--- src/rtl/alu_exec_pkg.sv ---
// Shared definitions for the ALU execute stage: widths, ALU op and shift
// codes, FSM state encoding and status bit positions.
package alu_exec_pkg;

  localparam int DATA_W   = 16;
  localparam int REG_AW   = 3;
  localparam int NUM_REGS = 8;

  typedef enum logic [1:0] {
    OP_ADD  = 2'b00,
    OP_SUB  = 2'b01,
    OP_AND  = 2'b10,
    OP_NOTB = 2'b11
  } alu_op_e;

  typedef enum logic [1:0] {
    SH_NONE = 2'b00,
    SH_LSL  = 2'b01,
    SH_LSR  = 2'b10,
    SH_ASR  = 2'b11
  } shift_e;

  typedef enum logic [2:0] {
    ST_IDLE   = 3'd0,
    ST_LOAD_A = 3'd1,
    ST_LOAD_B = 3'd2,
    ST_EXEC   = 3'd3,
    ST_WRITE  = 3'd4
  } state_e;

  // Bit positions inside the 3-bit status word {V,N,Z}
  localparam int STAT_Z = 0;
  localparam int STAT_N = 1;
  localparam int STAT_V = 2;

endpackage

--- src/rtl/alu_exec_stage_if.sv ---
// Command/result bundle of the execute stage. The master drives commands and
// external register writes; the slave (the stage) returns busy/done/result.
// Optional macro ALU_EXEC_ASEL_ZERO_EN adds the asel command field.
interface alu_exec_stage_if;

  logic                               start;
  logic [1:0]                         op;
  logic [1:0]                         shift;
  logic [alu_exec_pkg::REG_AW-1:0]    rn;
  logic [alu_exec_pkg::REG_AW-1:0]    rm;
  logic [alu_exec_pkg::REG_AW-1:0]    rd;
  logic                               wb_en;
`ifdef ALU_EXEC_ASEL_ZERO_EN
  logic                               asel;
`endif
  logic                               ext_we;
  logic [alu_exec_pkg::REG_AW-1:0]    ext_num;
  logic [alu_exec_pkg::DATA_W-1:0]    ext_data;
  logic                               busy;
  logic                               done;
  logic [alu_exec_pkg::DATA_W-1:0]    result;
  logic [2:0]                         status;

  modport master (
    output start, op, shift, rn, rm, rd, wb_en,
`ifdef ALU_EXEC_ASEL_ZERO_EN
    output asel,
`endif
    output ext_we, ext_num, ext_data,
    input  busy, done, result, status
  );

  modport slave (
    input  start, op, shift, rn, rm, rd, wb_en,
`ifdef ALU_EXEC_ASEL_ZERO_EN
    input  asel,
`endif
    input  ext_we, ext_num, ext_data,
    output busy, done, result, status
  );

endinterface

--- src/rtl/alu16.sv ---
// Existing 16-bit ALU: ADD, SUB (A-B), AND, NOT B, with a zero flag.
module alu16 (
  input  logic [15:0] i_a,
  input  logic [15:0] i_b,
  input  logic [1:0]  i_op,
  output logic [15:0] o_out,
  output logic        o_z
);

  // Combinational operation select
  always_comb begin
    o_out = 16'h0000;
    case (i_op)
      2'b00:   o_out = i_a + i_b;
      2'b01:   o_out = i_a - i_b;
      2'b10:   o_out = i_a & i_b;
      2'b11:   o_out = ~i_b;
      default: o_out = 16'h0000;
    endcase
  end

  assign o_z = (o_out == 16'h0000);

endmodule

--- src/rtl/exec_regfile.sv ---
// 8 x DATA_W register file: one combinational read port, one synchronous
// write port, synchronous clear on reset.
module exec_regfile
  import alu_exec_pkg::*;
(
  input  logic              clk,
  input  logic              reset,
  input  logic              i_we,
  input  logic [REG_AW-1:0] i_wnum,
  input  logic [DATA_W-1:0] i_wdata,
  input  logic [REG_AW-1:0] i_rnum,
  output logic [DATA_W-1:0] o_rdata
);

  logic [DATA_W-1:0] r_mem [NUM_REGS];

  // Register storage: reset clears every entry, otherwise single write port
  always_ff @(posedge clk) begin
    if (reset) begin
      for (int i = 0; i < NUM_REGS; i++) begin
        r_mem[i] <= {DATA_W{1'b0}};
      end
    end else if (i_we) begin
      r_mem[i_wnum] <= i_wdata;
    end
  end

  assign o_rdata = r_mem[i_rnum];

endmodule

--- src/rtl/alu_exec_stage.sv ---
// Execute stage around alu16: register file, A/B operand registers, B-path
// shifter, C result register and {V,N,Z} status, sequenced by a 5-state FSM
// (IDLE, LOAD_A, LOAD_B, EXEC, WRITE) for one command per start pulse.
// Optional macro ALU_EXEC_ASEL_ZERO_EN: asel=1 forces the ALU A operand to 0.
module alu_exec_stage
  import alu_exec_pkg::*;
(
  input  logic             clk,
  input  logic             reset,
  alu_exec_stage_if.slave  bus
);

  state_e            r_state;
  state_e            w_next_state;
  alu_op_e           r_op;
  shift_e            r_shift;
  logic [REG_AW-1:0] r_rn;
  logic [REG_AW-1:0] r_rm;
  logic [REG_AW-1:0] r_rd;
  logic              r_wb_en;
  logic [DATA_W-1:0] r_a;
  logic [DATA_W-1:0] r_b;
  logic [DATA_W-1:0] r_c;
  logic [2:0]        r_status;
  logic              r_busy;
  logic              r_done;

  logic              w_cmd_accept;
  logic              w_rf_we;
  logic [REG_AW-1:0] w_rf_wnum;
  logic [DATA_W-1:0] w_rf_wdata;
  logic [REG_AW-1:0] w_rf_rnum;
  logic [DATA_W-1:0] w_rf_rdata;
  logic [DATA_W-1:0] w_b_sh;
  logic [DATA_W-1:0] w_a_op;
  logic [DATA_W-1:0] w_alu_out;
  logic              w_alu_z;
  logic              w_v;

  assign w_cmd_accept = (r_state == ST_IDLE) && bus.start;

  // FSM state register
  always_ff @(posedge clk) begin
    if (reset) begin
      r_state <= ST_IDLE;
    end else begin
      r_state <= w_next_state;
    end
  end

  // FSM next-state logic: one fixed pass through the sequence per command
  always_comb begin
    w_next_state = r_state;
    case (r_state)
      ST_IDLE: begin
        if (bus.start) begin
          w_next_state = ST_LOAD_A;
        end else begin
          w_next_state = ST_IDLE;
        end
      end
      ST_LOAD_A: w_next_state = ST_LOAD_B;
      ST_LOAD_B: w_next_state = ST_EXEC;
      ST_EXEC:   w_next_state = ST_WRITE;
      ST_WRITE:  w_next_state = ST_IDLE;
      default:   w_next_state = ST_IDLE;
    endcase
  end

  // Registered busy/done, derived from the state being entered
  always_ff @(posedge clk) begin
    if (reset) begin
      r_busy <= 1'b0;
      r_done <= 1'b0;
    end else begin
      r_busy <= (w_next_state != ST_IDLE);
      r_done <= (w_next_state == ST_WRITE);
    end
  end

  // Command latch: fields captured only when a start is accepted in IDLE
  always_ff @(posedge clk) begin
    if (reset) begin
      r_op    <= OP_ADD;
      r_shift <= SH_NONE;
      r_rn    <= {REG_AW{1'b0}};
      r_rm    <= {REG_AW{1'b0}};
      r_rd    <= {REG_AW{1'b0}};
      r_wb_en <= 1'b0;
    end else if (w_cmd_accept) begin
      r_op    <= alu_op_e'(bus.op);
      r_shift <= shift_e'(bus.shift);
      r_rn    <= bus.rn;
      r_rm    <= bus.rm;
      r_rd    <= bus.rd;
      r_wb_en <= bus.wb_en;
    end
  end

  // Register-file port steering: ext writes only in IDLE, write-back in WRITE
  always_comb begin
    w_rf_we    = 1'b0;
    w_rf_wnum  = {REG_AW{1'b0}};
    w_rf_wdata = {DATA_W{1'b0}};
    if ((r_state == ST_IDLE) && bus.ext_we) begin
      w_rf_we    = 1'b1;
      w_rf_wnum  = bus.ext_num;
      w_rf_wdata = bus.ext_data;
    end else if ((r_state == ST_WRITE) && r_wb_en) begin
      w_rf_we    = 1'b1;
      w_rf_wnum  = r_rd;
      w_rf_wdata = r_c;
    end else begin
      w_rf_we    = 1'b0;
    end
  end

  assign w_rf_rnum = (r_state == ST_LOAD_B) ? r_rm : r_rn;

  exec_regfile u_regfile (
    .clk     (clk),
    .reset   (reset),
    .i_we    (w_rf_we),
    .i_wnum  (w_rf_wnum),
    .i_wdata (w_rf_wdata),
    .i_rnum  (w_rf_rnum),
    .o_rdata (w_rf_rdata)
  );

  // Operand registers: A in LOAD_A, B in LOAD_B
  always_ff @(posedge clk) begin
    if (reset) begin
      r_a <= {DATA_W{1'b0}};
      r_b <= {DATA_W{1'b0}};
    end else begin
      if (r_state == ST_LOAD_A) begin
        r_a <= w_rf_rdata;
      end
      if (r_state == ST_LOAD_B) begin
        r_b <= w_rf_rdata;
      end
    end
  end

  // B-path shifter: single-bit shifts, ASR replicates the sign bit
  always_comb begin
    w_b_sh = r_b;
    case (r_shift)
      SH_NONE: w_b_sh = r_b;
      SH_LSL:  w_b_sh = {r_b[DATA_W-2:0], 1'b0};
      SH_LSR:  w_b_sh = {1'b0, r_b[DATA_W-1:1]};
      SH_ASR:  w_b_sh = {r_b[DATA_W-1], r_b[DATA_W-1:1]};
      default: w_b_sh = r_b;
    endcase
  end

`ifdef ALU_EXEC_ASEL_ZERO_EN
  logic r_asel;

  // asel latched alongside the rest of the command
  always_ff @(posedge clk) begin
    if (reset) begin
      r_asel <= 1'b0;
    end else if (w_cmd_accept) begin
      r_asel <= bus.asel;
    end
  end

  assign w_a_op = r_asel ? {DATA_W{1'b0}} : r_a;
`else
  assign w_a_op = r_a;
`endif

  alu16 u_alu (
    .i_a   (w_a_op),
    .i_b   (w_b_sh),
    .i_op  (r_op),
    .o_out (w_alu_out),
    .o_z   (w_alu_z)
  );

  // Signed overflow: only meaningful for ADD/SUB, judged on the ALU operands
  always_comb begin
    w_v = 1'b0;
    case (r_op)
      OP_ADD:  w_v = (w_a_op[DATA_W-1] == w_b_sh[DATA_W-1]) &&
                     (w_alu_out[DATA_W-1] != w_a_op[DATA_W-1]);
      OP_SUB:  w_v = (w_a_op[DATA_W-1] != w_b_sh[DATA_W-1]) &&
                     (w_alu_out[DATA_W-1] != w_a_op[DATA_W-1]);
      default: w_v = 1'b0;
    endcase
  end

  // Result and status registers update only in EXEC
  always_ff @(posedge clk) begin
    if (reset) begin
      r_c      <= {DATA_W{1'b0}};
      r_status <= 3'b000;
    end else if (r_state == ST_EXEC) begin
      r_c              <= w_alu_out;
      r_status[STAT_Z] <= w_alu_z;
      r_status[STAT_N] <= w_alu_out[DATA_W-1];
      r_status[STAT_V] <= w_v;
    end
  end

  assign bus.busy   = r_busy;
  assign bus.done   = r_done;
  assign bus.result = r_c;
  assign bus.status = r_status;

endmodule

--- src/flat_wrapper.sv ---
// flat-port wrapper written by rule: the top's interface ports become plain ports
module alu_exec_stage_flat import alu_exec_pkg::*;
  (clk, reset, bus_start, bus_op, bus_shift, bus_rn, bus_rm, bus_rd, bus_wb_en, bus_ext_we, bus_ext_num, bus_ext_data, bus_busy, bus_done, bus_result, bus_status);
  alu_exec_stage_if bus_i ();
  input  logic clk;
  input  logic reset;
  input wire logic [$bits(bus_i.start)-1:0] bus_start;
  input wire logic [$bits(bus_i.op)-1:0] bus_op;
  input wire logic [$bits(bus_i.shift)-1:0] bus_shift;
  input wire logic [$bits(bus_i.rn)-1:0] bus_rn;
  input wire logic [$bits(bus_i.rm)-1:0] bus_rm;
  input wire logic [$bits(bus_i.rd)-1:0] bus_rd;
  input wire logic [$bits(bus_i.wb_en)-1:0] bus_wb_en;
  input wire logic [$bits(bus_i.ext_we)-1:0] bus_ext_we;
  input wire logic [$bits(bus_i.ext_num)-1:0] bus_ext_num;
  input wire logic [$bits(bus_i.ext_data)-1:0] bus_ext_data;
  output wire logic [$bits(bus_i.busy)-1:0] bus_busy;
  output wire logic [$bits(bus_i.done)-1:0] bus_done;
  output wire logic [$bits(bus_i.result)-1:0] bus_result;
  output wire logic [$bits(bus_i.status)-1:0] bus_status;
  assign bus_i.start = bus_start;
  assign bus_i.op = bus_op;
  assign bus_i.shift = bus_shift;
  assign bus_i.rn = bus_rn;
  assign bus_i.rm = bus_rm;
  assign bus_i.rd = bus_rd;
  assign bus_i.wb_en = bus_wb_en;
  assign bus_i.ext_we = bus_ext_we;
  assign bus_i.ext_num = bus_ext_num;
  assign bus_i.ext_data = bus_ext_data;
  assign bus_busy = bus_i.busy;
  assign bus_done = bus_i.done;
  assign bus_result = bus_i.result;
  assign bus_status = bus_i.status;
  alu_exec_stage u_core (.clk(clk), .reset(reset), .bus(bus_i));
endmodule
--- config.mk ---
export PLATFORM = sky130hd
export DESIGN_NAME = alu_exec_stage_flat
export DESIGN_NICKNAME = d
export VERILOG_FILES = /design/src/rtl/alu_exec_pkg.sv /design/src/rtl/alu_exec_stage_if.sv /design/src/rtl/alu16.sv /design/src/rtl/exec_regfile.sv /design/src/rtl/alu_exec_stage.sv /design/src/flat_wrapper.sv
export SDC_FILE = /design/constraint.sdc
export NUM_CORES = 1
export LEC_CHECK = 0
export BUFFER_PORTS_ARGS = -buffer_cell sky130_fd_sc_hd__buf_2
export CAP_MARGIN = 20
export CORE_MARGIN = 2
export CORE_UTILIZATION = 40
export DETAILED_ROUTE_END_ITERATION = 8
export MAX_ROUTING_LAYER = met4
export SLEW_MARGIN = 5
export SYNTH_ARGS = -nofsm -noshare
export SYNTH_HDL_FRONTEND = slang
export SYNTH_SLANG_ARGS = --single-unit
export TNS_END_PERCENT = 50
--- constraint.sdc ---
create_clock -name clk -period 11.6 [get_ports clk]
set_input_delay 1.16 -clock clk [delete_from_list [all_inputs] [get_ports clk]]
set_output_delay 1.16 -clock clk [all_outputs]
set_load 0.005 [all_outputs]
Word level (Yosys, flattened, before mapping)
Memories as Yosys holds them, arrays and structs flattened.
Cells that the tools add are included.
{ "op_classes": {"mux": 20, "eq_ne": 14, "n_bitwise": 2, "n_reduce_logical": 11, "n_addsub": 2} }
{ "ops": {"columns": ["op", "count"], "rows": [
  ["one-hot mux 16 bit (4 select lines)", 2],
  ["2-to-1 mux 16 bit", 3],
  ["adder 16 bit", 1],
  ["bitwise AND 16 bit", 1],
  ["logical NOT 16 bit", 1],
  ["NOT 16 bit", 1],
  ["OR reduction 16 bit", 1],
  ["subtractor 16 bit", 1],
  ["2-to-1 mux 3 bit", 4],
  ["one-hot mux 3 bit (4 select lines)", 1],
  ["2-to-1 mux 1 bit", 9],
  ["== test 2 bit, second input constant", 4],
  ["== test 3 x 2 -> 1 bit, second input constant", 2],
  ["== test 3 bit, second input constant", 2],
  ["logical AND 1 bit", 5],
  ["== test 2 x 1 -> 1 bit, second input constant", 2],
  ["logical NOT 2 bit", 2],
  ["== test 3 x 1 -> 1 bit, second input constant", 1],
  ["logical NOT 3 bit", 1],
  ["nonzero test 3 bit", 1],
  ["inequality test 1 bit", 2],
  ["one-hot mux 1 bit (2 select lines)", 1],
  ["== test 1 bit", 1]
]} }
{ "word_totals": {"regBits": 70, "ramBits": 128, "output_inout_bits": 21, "elab_cells": 63, "mem_count": 1, "inputBits": 37} }
{ "memory_table": {"columns": ["name", "depth", "width", "read_ports", "rd_clocked_by_memory_dff", "wr", "line_no", "rtl"], "rows": [
  ["u_core.u_regfile.r_mem", 8, 16, 1, 0, 8, "exec_regfile.sv:15", "logic [DATA_W-1:0] r_mem [NUM_REGS];"]
]} }

Logic depth before layout (Yosys ltp)
Gate-level depths: netlist of the first run.
{ "logic_depth": {"ltp_word": 9, "ltp_mapped": 19, "mapped_depth_nobuf": 17} }

By module
A second synthesis of the first run with hierarchy kept.
{ "hier_totals": {"cells_unflattened": 1020, "area_unflattened_um2": 10587.7} }
{ "modules_own_cells": {"columns": ["module", "cells_per_inst", "area_per_inst_um2", "instances", "seq_area_each_um2"], "rows": [
  ["exec_regfile", 373, 5864.4, 1, 3843.7],
  ["alu_exec_stage", 394, 3007.9, 1, 1381.3],
  ["alu16", 253, 1715.4, 1, 0.0]
]} }

Worst setup path before layout of the first run
Ideal clock, no wire load.
{ "synth_path": {"path_type": "register -> register", "startpoint": "register u_core.r_op[0]", "endpoint": "register u_core.r_status[0], in the netlist u_core.bus.status[0]", "arrival_time_ns": 3.693, "slack_ns": 7.791, "t_required_ns": 11.485, "n_path_buf": 3, "setup_time_ns": 0.115, "stages_incl_launch_ff": 18, "period_less_slack_ns": 3.809, "path_cell_list": "dfxtp_1 -> clkbuf_1 -> clkbuf_1 -> nor2b_1 -> clkbuf_1 -> nor2_1 -> xnor2_1 -> inv_1 -> ha_1 -> nor2b_1 -> o31a_1 -> o21ai_1 -> o211ai_1 -> o41ai_1 -> xor2_1 -> xnor2_1 -> o21ai_2 -> a31o_1"} }
{ "synth_via": {"elab_chain_cells": 3, "elab_cells_between_ends": 6, "classes_between": "eq/ne: 3; mux: 1; reduce/logical: 2"} }
{ "synth_lines": {"columns": ["item", "line_no", "rtl"], "rows": [
  ["from (decl)", "alu_exec_stage.sv:15", "alu_op_e r_op;"],
  ["from (signal assigned)", "alu_exec_stage.sv:91", "r_op <= alu_op_e'(bus.op);"],
  ["== test 2 bit, or another cell as far along", "alu16.sv:13", "case (i_op)"],
  ["one-hot mux 16 bit (4 select lines) (*)", "alu16.sv:13", null],
  ["logical NOT 16 bit (*)", "alu16.sv:22", "assign o_z = (o_out == 16'h0000);"],
  ["to (signal, indexed assignment)", "alu_exec_stage.sv:201", "r_status[STAT_Z] <= w_alu_z;"],
  ["to (signal, indexed assignment)", "alu_exec_stage.sv:202", "r_status[STAT_N] <= w_alu_out[DATA_W-1];"],
  ["to (signal, indexed assignment)", "alu_exec_stage.sv:203", "r_status[STAT_V] <= w_v;"],
  ["to (decl)", "alu_exec_stage.sv:24", "logic [2:0] r_status;"]
]} }
Mark *: on every way between the ends. The rest lies on a longest branch, timed or not.
A chain may end at the register's enable or synchronous reset.

Final worst setup path of the first run
{ "layout_path": {"startpoint": "register u_core.r_shift[0]", "endpoint": "register u_core.r_status[0], in the netlist u_core.bus.status[0]"} }
{ "layout_via": {"elab_chain_cells": 5, "elab_cells_between_ends": 11, "classes_between": "add/sub: 2; eq/ne: 3; mux: 2; bitwise: 2; reduce/logical: 2"} }
{ "layout_lines": {"columns": ["item", "line_no", "rtl"], "rows": [
  ["from (decl)", "alu_exec_stage.sv:16", "shift_e r_shift;"],
  ["from (signal assigned)", "alu_exec_stage.sv:92", "r_shift <= shift_e'(bus.shift);"],
  ["== test 2 bit, or another cell as far along", "alu_exec_stage.sv:148", "case (r_shift)"],
  ["one-hot mux 16 bit (4 select lines) (*)", "alu_exec_stage.sv:148", null],
  ["subtractor 16 bit, or another cell as far along", "alu16.sv:15", "2'b01: o_out = i_a - i_b;"],
  ["one-hot mux 16 bit (4 select lines) (*)", "alu16.sv:13", null],
  ["logical NOT 16 bit (*)", "alu16.sv:22", null]
]} }
Marks and branches as above.

==> results.cfg, run 1 <==
[power_and_ir_drop]
p_total_mw = 2.22
combPwrFrac_pct = 35.2
internal-power_mw = 1.44
power_density_nw_per_um2 = 199
power.leakage_nw = 4.01
p_sw_share_pct = 35.0
switchingPower_mw = 0.776
seq_power_share_pct = 37.8
pwr-share-clk_pct = 27.0
peakVddDrop_uv = 119

[clocking]
tritoncts = built
clkLatencyLatePin_ps = 440
cts.sinks = 197
h-tree-depth = 4
hold_buffers = 0
clock_path_buffers = 2
clk_pin_slew_ps = 80
ctsRootBufferMaster = clkbuf_16
cts_buffers = 17
post-cts-setup-buffer-count = 0
cts_resized = 0

[final_layout]
final_nets = 1005
antenna_cells = 0
area_delta_synth_final_pct = 11.4
final_util_pct = 45.6
drive_gt1_share_pct = 16.3

[detailed_routing]
drt_iter0_markers = 573
drcViolationCount = 0
routed_via_density = 5.50
firstDrtPassIters = 5
routed_wl_um = 25200
routedWlPerCell_um = 19.6
vias = 7074
drt.antenna.violating_nets = 0

[placement]
detailed_place_hpwl_um = 17100
gp_congestion = 0.856
portBuffers = 57

[worst_setup_path]
r2r_cells = 16
cp_max_fo = 21
cp.arrival_ps = 5000
worst_ep_required_time_ps = 11940
start_kind = flop
critPathCaptureType = flop
crit_type = reg2reg

[floorplan]
dieArea_um2 = 26300
start_util_pct = 41.0
ios = 58
die_w_um = 162
core_area_um2 = 24400
rows = 57
die_h_um = 162

[synthesis]
yosysTopAreaCellShare_pct = 38.5
synth_fp_nets = 979
synth_area_leader_cell = edfxtp_1
yosys_warnings = 0
synthTopCellsByArea = edfxtp_1, dfxtp_1, nor2_1
synth_flop_cell = edfxtp_1
synth-seq-cells = 197
syn_inst = 924
yosysMostFrequentCell = nor2_1
yosysUniqueCellTypes = 70
synth_async_sr_flop_share_pct = 0
ys_seq_area_share_pct = 52.3
synth_edf_count = 128
syn_area_um2 = 9990
avgSynthCellArea_um2 = 10.8
synth_common_cells = nor2_1, edfxtp_1, nand2_1, dfxtp_1, clkbuf_1

[outcome]
status = finished clean

[timing]
finalHoldViolCount = 0
setup_viol = 0
fmax_ghz = 0.214
tightest_slew_ps = 1070
tns_ps = 0
slew_headroom_pct = 28.5
fin_worst_skew_ps = 14.0
slew_viol_final = 0
min_period_ps = 4660
period_share_pct = 40.2
rsz0062_at_grt = no

[grt]
antenna_found_initial = 0
overflow = 0
grt_pass1_vias = 6987
grt_usage_pct = 20.3
grt_pass1_wl_um = 39100
grt_max_degree = 69

[run]
cap_violations = 0

[hold_path]
holdCritPathClass = reg2reg
holdPathStages = 2
-- cell usage in the layout, fill, tap and decap left out, types with 19 or more instances in the layout --
cell type / Yosys / layout
nand2b_1: 24 / 24
mux4_2: 32 / 32
nand2_1: 72 / 72
a211oi_1: 40 / 40
a22oi_1: 19 / 19
dfxtp_1: 69 / 69
a21oi_1: 36 / 36
nor2_1: 207 / 207
buf_2: 6 / 57
edfxtp_1: 128 / 128
mux2i_1: 30 / 28
-- layout make-up --
cell class                      instances  area (um^2)
Tap cell                              324          405
Fill cell                            2329        13300
Clock inverter                         15          170
Multi-Input combinational cell        661         4510
Sequential cell                       197         5230
Inverter                                4         15.0
Timing Repair Buffer                   69          375
Clock buffer                           17          425
-- worst max-delay path: stages, from the launching register on --
cell       delay (ps)
dfxtp_1           910
mux2_1            400
mux2i_2           340
nand4bb_4         170
nor2_1            260
nor2_1             90
xor2_1            180
ha_1              350
a21oi_1           260
nand2_1           120
o21ai_1           220
o211ai_1          170
o41ai_1           350
xor2_1            310
xnor2_1           180
o21ai_2            80
a31o_1            180
-- stage by stage --
stage          cell area (um^2)  setup slack [ps]  cells  hold slack (ps)
6_report                  11100              6940   1287              465
4_1_cts                   11100              6960   1287              470
3_5_place_dp              10500              6970   1255              459
3_3_place_gp              10500              7100   1255              448
5_1_grt                   11100              6490   1287              499
2_1_floorplan              9990              7790    924              436
-- final timing paths --
path	from	endpoint	slack [ps]
max	u_core.r_shift[0]	u_core.bus.status[0]	6940
min reg2reg	u_core.r_wb_en	u_core.r_wb_en	460
max reg2reg	u_core.r_shift[0]	u_core.bus.status[0]	6940
min	u_core.r_wb_en	u_core.r_wb_en	460
-- logic make-up (layout without fill, tap and decap cells) --
kind of cell	after synthesis	count (layout)	share of synthesized area (%)
AND/OR/NAND/NOR	373	373	16.8
flip-flops	197	197	52.3
AO/OA/AOI/OAI	163	163	10.8
multiplexers	80	80	12.6
buffers and inverters	66	105	2.89
XOR/XNOR	27	27	2.37
adder cells (fa/ha/maj)	18	18	2.33
-- sequential cells by signal, indices dropped and copies added (netlist names) --
register and flops:
u_core.u_regfile.r_mem 128, u_core.r_wb_en 1, u_core.r_rd 3, u_core.r_rn 3, u_core.r_rm 3, u_core.bus.busy 1, u_core.bus.result 15, u_core.bus.done 1
u_core.r_a 16, u_core.r_shift 2, u_core.bus.status 3, u_core.r_state 3, u_core.r_op 2, u_core.r_b 16
-- per-layer routing --
metal	global-route usage [%]	share of wire, %
met3	3.63	4.3
met5	-	0
met2	35.1	52
met1	24.4	42
met4	5.95	2.1
-- power groups by stage --
stage	Sequential [mW]	Clock, mW	Combinational, mW
final	0.839	0.598	0.779
after global routing	0.846	0.629	0.862
after CTS	0.839	0.607	0.778
after detailed placement	0.854	0	0.771
after global placement	0.853	0	0.772
after floorplan	0.834	0	0.602
(Power assumes the default switching activity.)
==> run 2, diff against run 1 <==
==> constraint.sdc (replaced) <==
create_clock -name clk -period 4.8 [get_ports clk]
set_input_delay 0.48 -clock clk [delete_from_list [all_inputs] [get_ports clk]]
set_output_delay 0.48 -clock clk [all_outputs]
set_load 0.005 [all_outputs]
==> results.cfg, run 2 (synthesized netlist as in run 1, its figures left out) <==
[floorplan]
ios = 58
die_h_um = 162
die_w_um = 162
rows = 57
dieArea_um2 = 26300
start_util_pct = 41.0
core_area_um2 = 24400

[worst_setup_path]
cp_cell_sequence = buf_4 -> nor2b_1 -> o32a_1 -> nand4bb_4 -> nor2_1 -> nor2_1 -> xor2_1 -> ha_1 -> a21oi_1 -> nand2_1 -> o21ai_1 -> o211ai_1 -> o41ai_1 -> xor2_1 -> xnor2_1 -> o21ai_2 -> o31ai_1
cp_top_family = compound AO/OA/AOI/OAI gates
crit_cells = 17
r2r_cells = 17
cp.arrival_ps = 4510
start_kind = flop
cp_max_fo = 19
crit_type = reg2reg
slowest_stage = dfxtp_1
worst_ep_required_time_ps = 5150
critPathCaptureType = flop
worst-path-buf-inv = 1
cpPeakStageDelay_ps = 370

[grt]
grt_pass1_wl_um = 40000
grt_max_degree = 50
grt_pass1_vias = 7048
grt_usage_pct = 20.7
antenna_found_initial = 0
overflow = 0

[clocking]
clk_pin_slew_ps = 80
clkLatencyLatePin_ps = 440
cts_buffers = 17
cts_resized = 0
h-tree-depth = 4
hold_buffers = 0
cts.sinks = 197
ctsRootBufferMaster = clkbuf_16
clock_path_buffers = 2
tritoncts = built
post-cts-setup-buffer-count = 0

[placement]
gp_congestion = 0.826
portBuffers = 57
dpl_worst_slack_ps = 765
detailed_place_hpwl_um = 17900
post_dp_cell_area_um2 = 10700

[timing]
fin_worst_skew_ps = 20.7
slew_headroom_pct = 31.4
fmax_ghz = 0.240
period_share_pct = 86.7
setup_viol = 0
finalHoldViolCount = 0
fin_ws_ps = 637
slew_viol_final = 0
tns_ps = 0
tightest_slew_ps = 1030
min_period_ps = 4160
rsz0062_at_grt = no

[detailed_routing]
routedWlPerCell_um = 19.6
vias = 7187
routed_via_density = 5.50
drt.antenna.violating_nets = 0
drcViolationCount = 0
firstDrtPassIters = 7
drt_iter0_markers = 457
routed_wl_um = 25600

[final_layout]
largest_register = u_core.u_regfile.r_mem
reg_top3 = u_core.u_regfile.r_mem x128, u_core.r_a x16, u_core.r_b x16
final_area_um2 = 11300
antenna_cells = 0
layout_common_cells = nor2_1, edfxtp_1, nand2_1, dfxtp_1, buf_2
seq_area_um2 = 5230
n_fill_cell = 2285
final_common_cell = nor2_1
largest_reg_flops = 128
area_delta_synth_final_pct = 12.6
multiInputGateArea_um2 = 4510
final_nets = 1025
drive_gt1_share_pct = 18.1
final_util_pct = 46.1

[power_and_ir_drop]
power_density_nw_per_um2 = 469
peakVddDrop_uv = 302
power.leakage_nw = 4.08

[outcome]
status = finished clean

[run]
cap_violations = 0

[hold_path]
holdCritPathClass = in2reg
holdPathStages = 3
-- run 2: cell count changes in the layout (fill, tap and decap cells not counted) --
cell,before,now
clkinv_2,1,2
clkinv_1,2,0
clkinv_4,4,0
clkinv_8,0,2
clkinvlp_4,0,3
buf_4,12,32
bufinv_16,2,0
clkbuf_1,0,1
inv_6,2,3
-- run 2: worst register-to-register path: stages, from the launching register on --
cell       delay [ps]
dfxtp_1           370
buf_4             280
nor2b_1           100
o32a_1            330
nand4bb_4         260
nor2_1            240
nor2_1             80
xor2_1            150
ha_1              360
a21oi_1           260
nand2_1           120
o21ai_1           240
o211ai_1          160
o41ai_1           340
xor2_1            310
xnor2_1           180
o21ai_2            80
o31ai_1           200
-- run 2: worst paths after layout --
check	to	start	slack (ps)
worst max register to register	u_core.bus.status[1]	u_core.r_shift[0]	640
worst min-delay path	u_core.r_wb_en	bus_wb_en	270
worst max-delay path	u_core.bus.status[1]	u_core.r_shift[0]	640
worst min register to register	u_core.r_wb_en	u_core.r_wb_en	470
-- run 2: final cells by class --
type | count | area share [%]
flip-flops and latches | 197 | 46.4
multi-input cells | 661 | 40.1
repair buffers | 89 | 4.67
clock buffers | 18 | 3.81
well taps | 324 | 3.60
clock inverters | 14 | 1.21
inverters | 4 | 0.133
-- run 2: routing by layer --
metal	part of all wire (%)	track usage, %	routed length, um
met1	43	25.6	10900
met2	52	35.1	13200
met3	3.8	3.22	966
met4	2.0	6.28	499
met5	0	-	0
-- run 2: metrics by stage --
| step | power (mW) | std cells | hold slack, ps |
|---|---|---|---|
| final | 5.27 | 1307 | 274 |
| after global routing | 5.58 | 1307 | 279 |
| after CTS | 5.29 | 1307 | 262 |
| after detailed placement | 3.91 | 1275 | 458 |
| after global placement | 3.90 | 1275 | 447 |
| after floorplan | 3.47 | 924 | 436 |
-- run 2: power by group --
part           switching (mW)  leakage, nW  internal, mW  total [mW]
Combinational            1.08         1.92         0.785        1.87
Sequential              0.100         1.89          1.92        2.02
Clock                   0.697        0.271         0.689        1.39
Total                    1.88         4.08          3.40        5.27
==> run 3, diff against run 2 <==
--- a/config.mk
+++ b/config.mk
@@ -5,12 +5,14 @@
 export SDC_FILE = /design/constraint.sdc
 export NUM_CORES = 1
 export LEC_CHECK = 0
+export ABC_AREA = 1
 export BUFFER_PORTS_ARGS = -buffer_cell sky130_fd_sc_hd__buf_2
 export CAP_MARGIN = 20
 export CORE_MARGIN = 2
 export CORE_UTILIZATION = 40
 export DETAILED_ROUTE_END_ITERATION = 8
 export MAX_ROUTING_LAYER = met4
+export SKIP_CTS_REPAIR_TIMING = 1
 export SLEW_MARGIN = 5
 export SYNTH_ARGS = -nofsm -noshare
 export SYNTH_HDL_FRONTEND = slang
==> results.cfg, run 3 <==
[final_layout]
final_nets = 1294
final_area_um2 = 11200
stdcell_count = 1582
drive_gt1_share_pct = 10.8
n_fill_cell = 2542
largest_reg_flops = 128
final_common_cell = nor2_1
reg_top3 = u_core.u_regfile.r_mem x128, u_core.r_a x16, u_core.r_b x16
area_delta_synth_final_pct = 11.2
largest_register = u_core.u_regfile.r_mem
antenna_cells = 0
final_util_pct = 44.9
layout_common_cells = nor2_1, nand2_1, o21ai_0, edfxtp_1, inv_1

[synthesis]
synth_common_cells = nor2_1, nand2_1, o21ai_0, edfxtp_1, inv_1
syn_inst = 1210
synth_area_leader_cell = edfxtp_1
synth_flop_cell = edfxtp_1
synth-seq-cells = 197
yosys_warnings = 0
synth_async_sr_flop_share_pct = 0
synth_edf_count = 128
yosysMostFrequentCell = nor2_1
syn_area_um2 = 10100
yosysUniqueCellTypes = 46
yosysTopAreaCellShare_pct = 38.1
synth_fp_nets = 1265
synthTopCellsByArea = edfxtp_1, dfxtp_1, nor2_1
avgSynthCellArea_um2 = 8.33
ys_seq_area_share_pct = 51.8

[timing]
slew_viol_final = 0
setup_viol = 0
fin_worst_skew_ps = 10.6
min_period_ps = 4160
fmax_ghz = 0.241
period_share_pct = 86.6
rsz0062_at_grt = no
tightest_slew_ps = 982
tns_ps = 0
finalHoldViolCount = 0
slew_headroom_pct = 34.3
whs_ps = 320

[grt]
grt_max_degree = 65
grt_usage_pct = 22.3
grt_pass1_vias = 7950
antenna_found_initial = 0
overflow = 0
grt_pass1_wl_um = 44000

[worst_setup_path]
critPathCaptureType = flop
cp_max_fo = 20
crit_type = reg2reg
start_kind = flop
cp_cell_sequence = nor2_4 -> nand2_1 -> nand3_2 -> nor2_4 -> nand2_2 -> nor2_2 -> inv_1 -> nor3_2 -> nor2_1 -> a21oi_1 -> xor2_1 -> ha_1 -> a21o_1 -> a31oi_1 -> o21bai_1 -> a21oi_1 -> inv_1 -> nand3_1 -> nand3_2 -> nand2_2 -> inv_2 -> nand2_1 -> nand3_1 -> a21oi_1
worst_ep_required_time_ps = 5170
slowest_stage = dfxtp_1
cp.arrival_ps = 4530
cpPeakStageDelay_ps = 870
path_common_cell = a21oi_1

[clocking]
h-tree-depth = 4
clock_path_buffers = 2
tritoncts = built
cts.sinks = 197
ctsRootBufferMaster = clkbuf_16
clkLatencyLatePin_ps = 440
clk_pin_slew_ps = 70
cts_buffers = 17

[detailed_routing]
routed_via_density = 5.28
firstDrtPassIters = 5
drcViolationCount = 0
drt_iter0_markers = 712
routed_wl_um = 27900
drt.antenna.violating_nets = 0
vias = 8346
routedWlPerCell_um = 17.7

[placement]
dp.cells = 1549
detailed_place_hpwl_um = 19000
portBuffers = 57
gp_congestion = 0.886
post_dp_cell_area_um2 = 10600

[power_and_ir_drop]
power.leakage_nw = 4.61
peakVddDrop_uv = 254
power_density_nw_per_um2 = 441

[floorplan]
die_w_um = 163
die_h_um = 163
start_util_pct = 40.4
rows = 58
dieArea_um2 = 26500
core_area_um2 = 25000
ios = 58

[outcome]
status = finished clean

[run]
cap_violations = 0

[hold_path]
holdCritPathClass = in2reg
run 3: cell count changes after synthesis, sizes merged, moves of 24 or more:
cell | before | now
inv | 4 | 117
nand2 | 72 | 187
nor2 | 207 | 239
nand3 | 13 | 52
o21ai | 32 | 174
a211oi | 40 | 0
mux2i | 36 | 0
nand2b | 24 | 0
mux4 | 32 | 0
a21oi | 37 | 75
run 3: worst paths after layout:
| path | to | startpoint | depth (start not counted) | slack [ps] |
|---|---|---|---|---|
| hold / removal | u_core.r_wb_en | bus_wb_en | 3 | 320 |
| setup reg to reg | u_core.bus.status[2] | u_core.r_shift[1] | 24 | 640 |
| setup / recovery | u_core.bus.status[2] | u_core.r_shift[1] | 24 | 640 |
| hold reg to reg | u_core.r_rd[1] | u_core.r_rd[1] | 2 | 450 |
run 3: routing by layer:
metal	global-route usage [%]	wire (um)	up-vias
met5	-	0	-
met4	7.40	671	0
met3	3.23	1140	49
met2	35.6	13300	199
met1	29.4	12800	3961
li1	-	-	4137
run 3: through the flow:
step / setup slack (ps) / power, mW
finish: 642 / 4.95
global route: 123 / 5.26
global placement: 793 / 3.56
detailed placement: 680 / 3.57
CTS: 667 / 4.95
floorplan: 1590 / 3.15
run 3: critical path: cells and delay by family, from the launching register on:
family | cells | cell delay, ps
buffers and inverters | 3 | 210
DFF | 1 | 870
and+or+nand+nor | 13 | 1510
xor gates and xnor gates | 1 | 170
adders and majority gates | 1 | 310
AOI/OAI and AO/OA | 6 | 1040
run 3: cells by family (layout without fill, tap and decap cells):
logic type | Yosys count | after routing | synth area share, %
buffers and inverters | 180 | 222 | 7.26
DFF | 197 | 197 | 51.8
AOI/OAI and AO/OA | 301 | 301 | 16.2
and+or+nand+nor | 495 | 495 | 20.7
adders and majority gates | 18 | 18 | 2.31
xor gates and xnor gates | 19 | 19 | 1.65
run 3: area by class of cell:
| cell class | instances | area [um^2] | share of cell area (%) |
|---|---|---|---|
| Clock buffer | 18 | 429 | 3.83 |
| Multi-Input combinational cell | 833 | 4140 | 36.9 |
| Clock inverter | 14 | 144 | 1.28 |
| Tap cell | 330 | 413 | 3.68 |
| Timing Repair Buffer | 73 | 418 | 3.73 |
| Sequential cell | 197 | 5230 | 46.6 |
| Inverter | 117 | 442 | 3.94 |
run 3: power by group:
| group | internal, mW | switching (mW) |
|---|---|---|
| Sequential | 1.90 | 0.0705 |
| Combinational | 0.500 | 1.08 |
| Clock | 0.690 | 0.703 |
| Total | 3.09 | 1.85 |
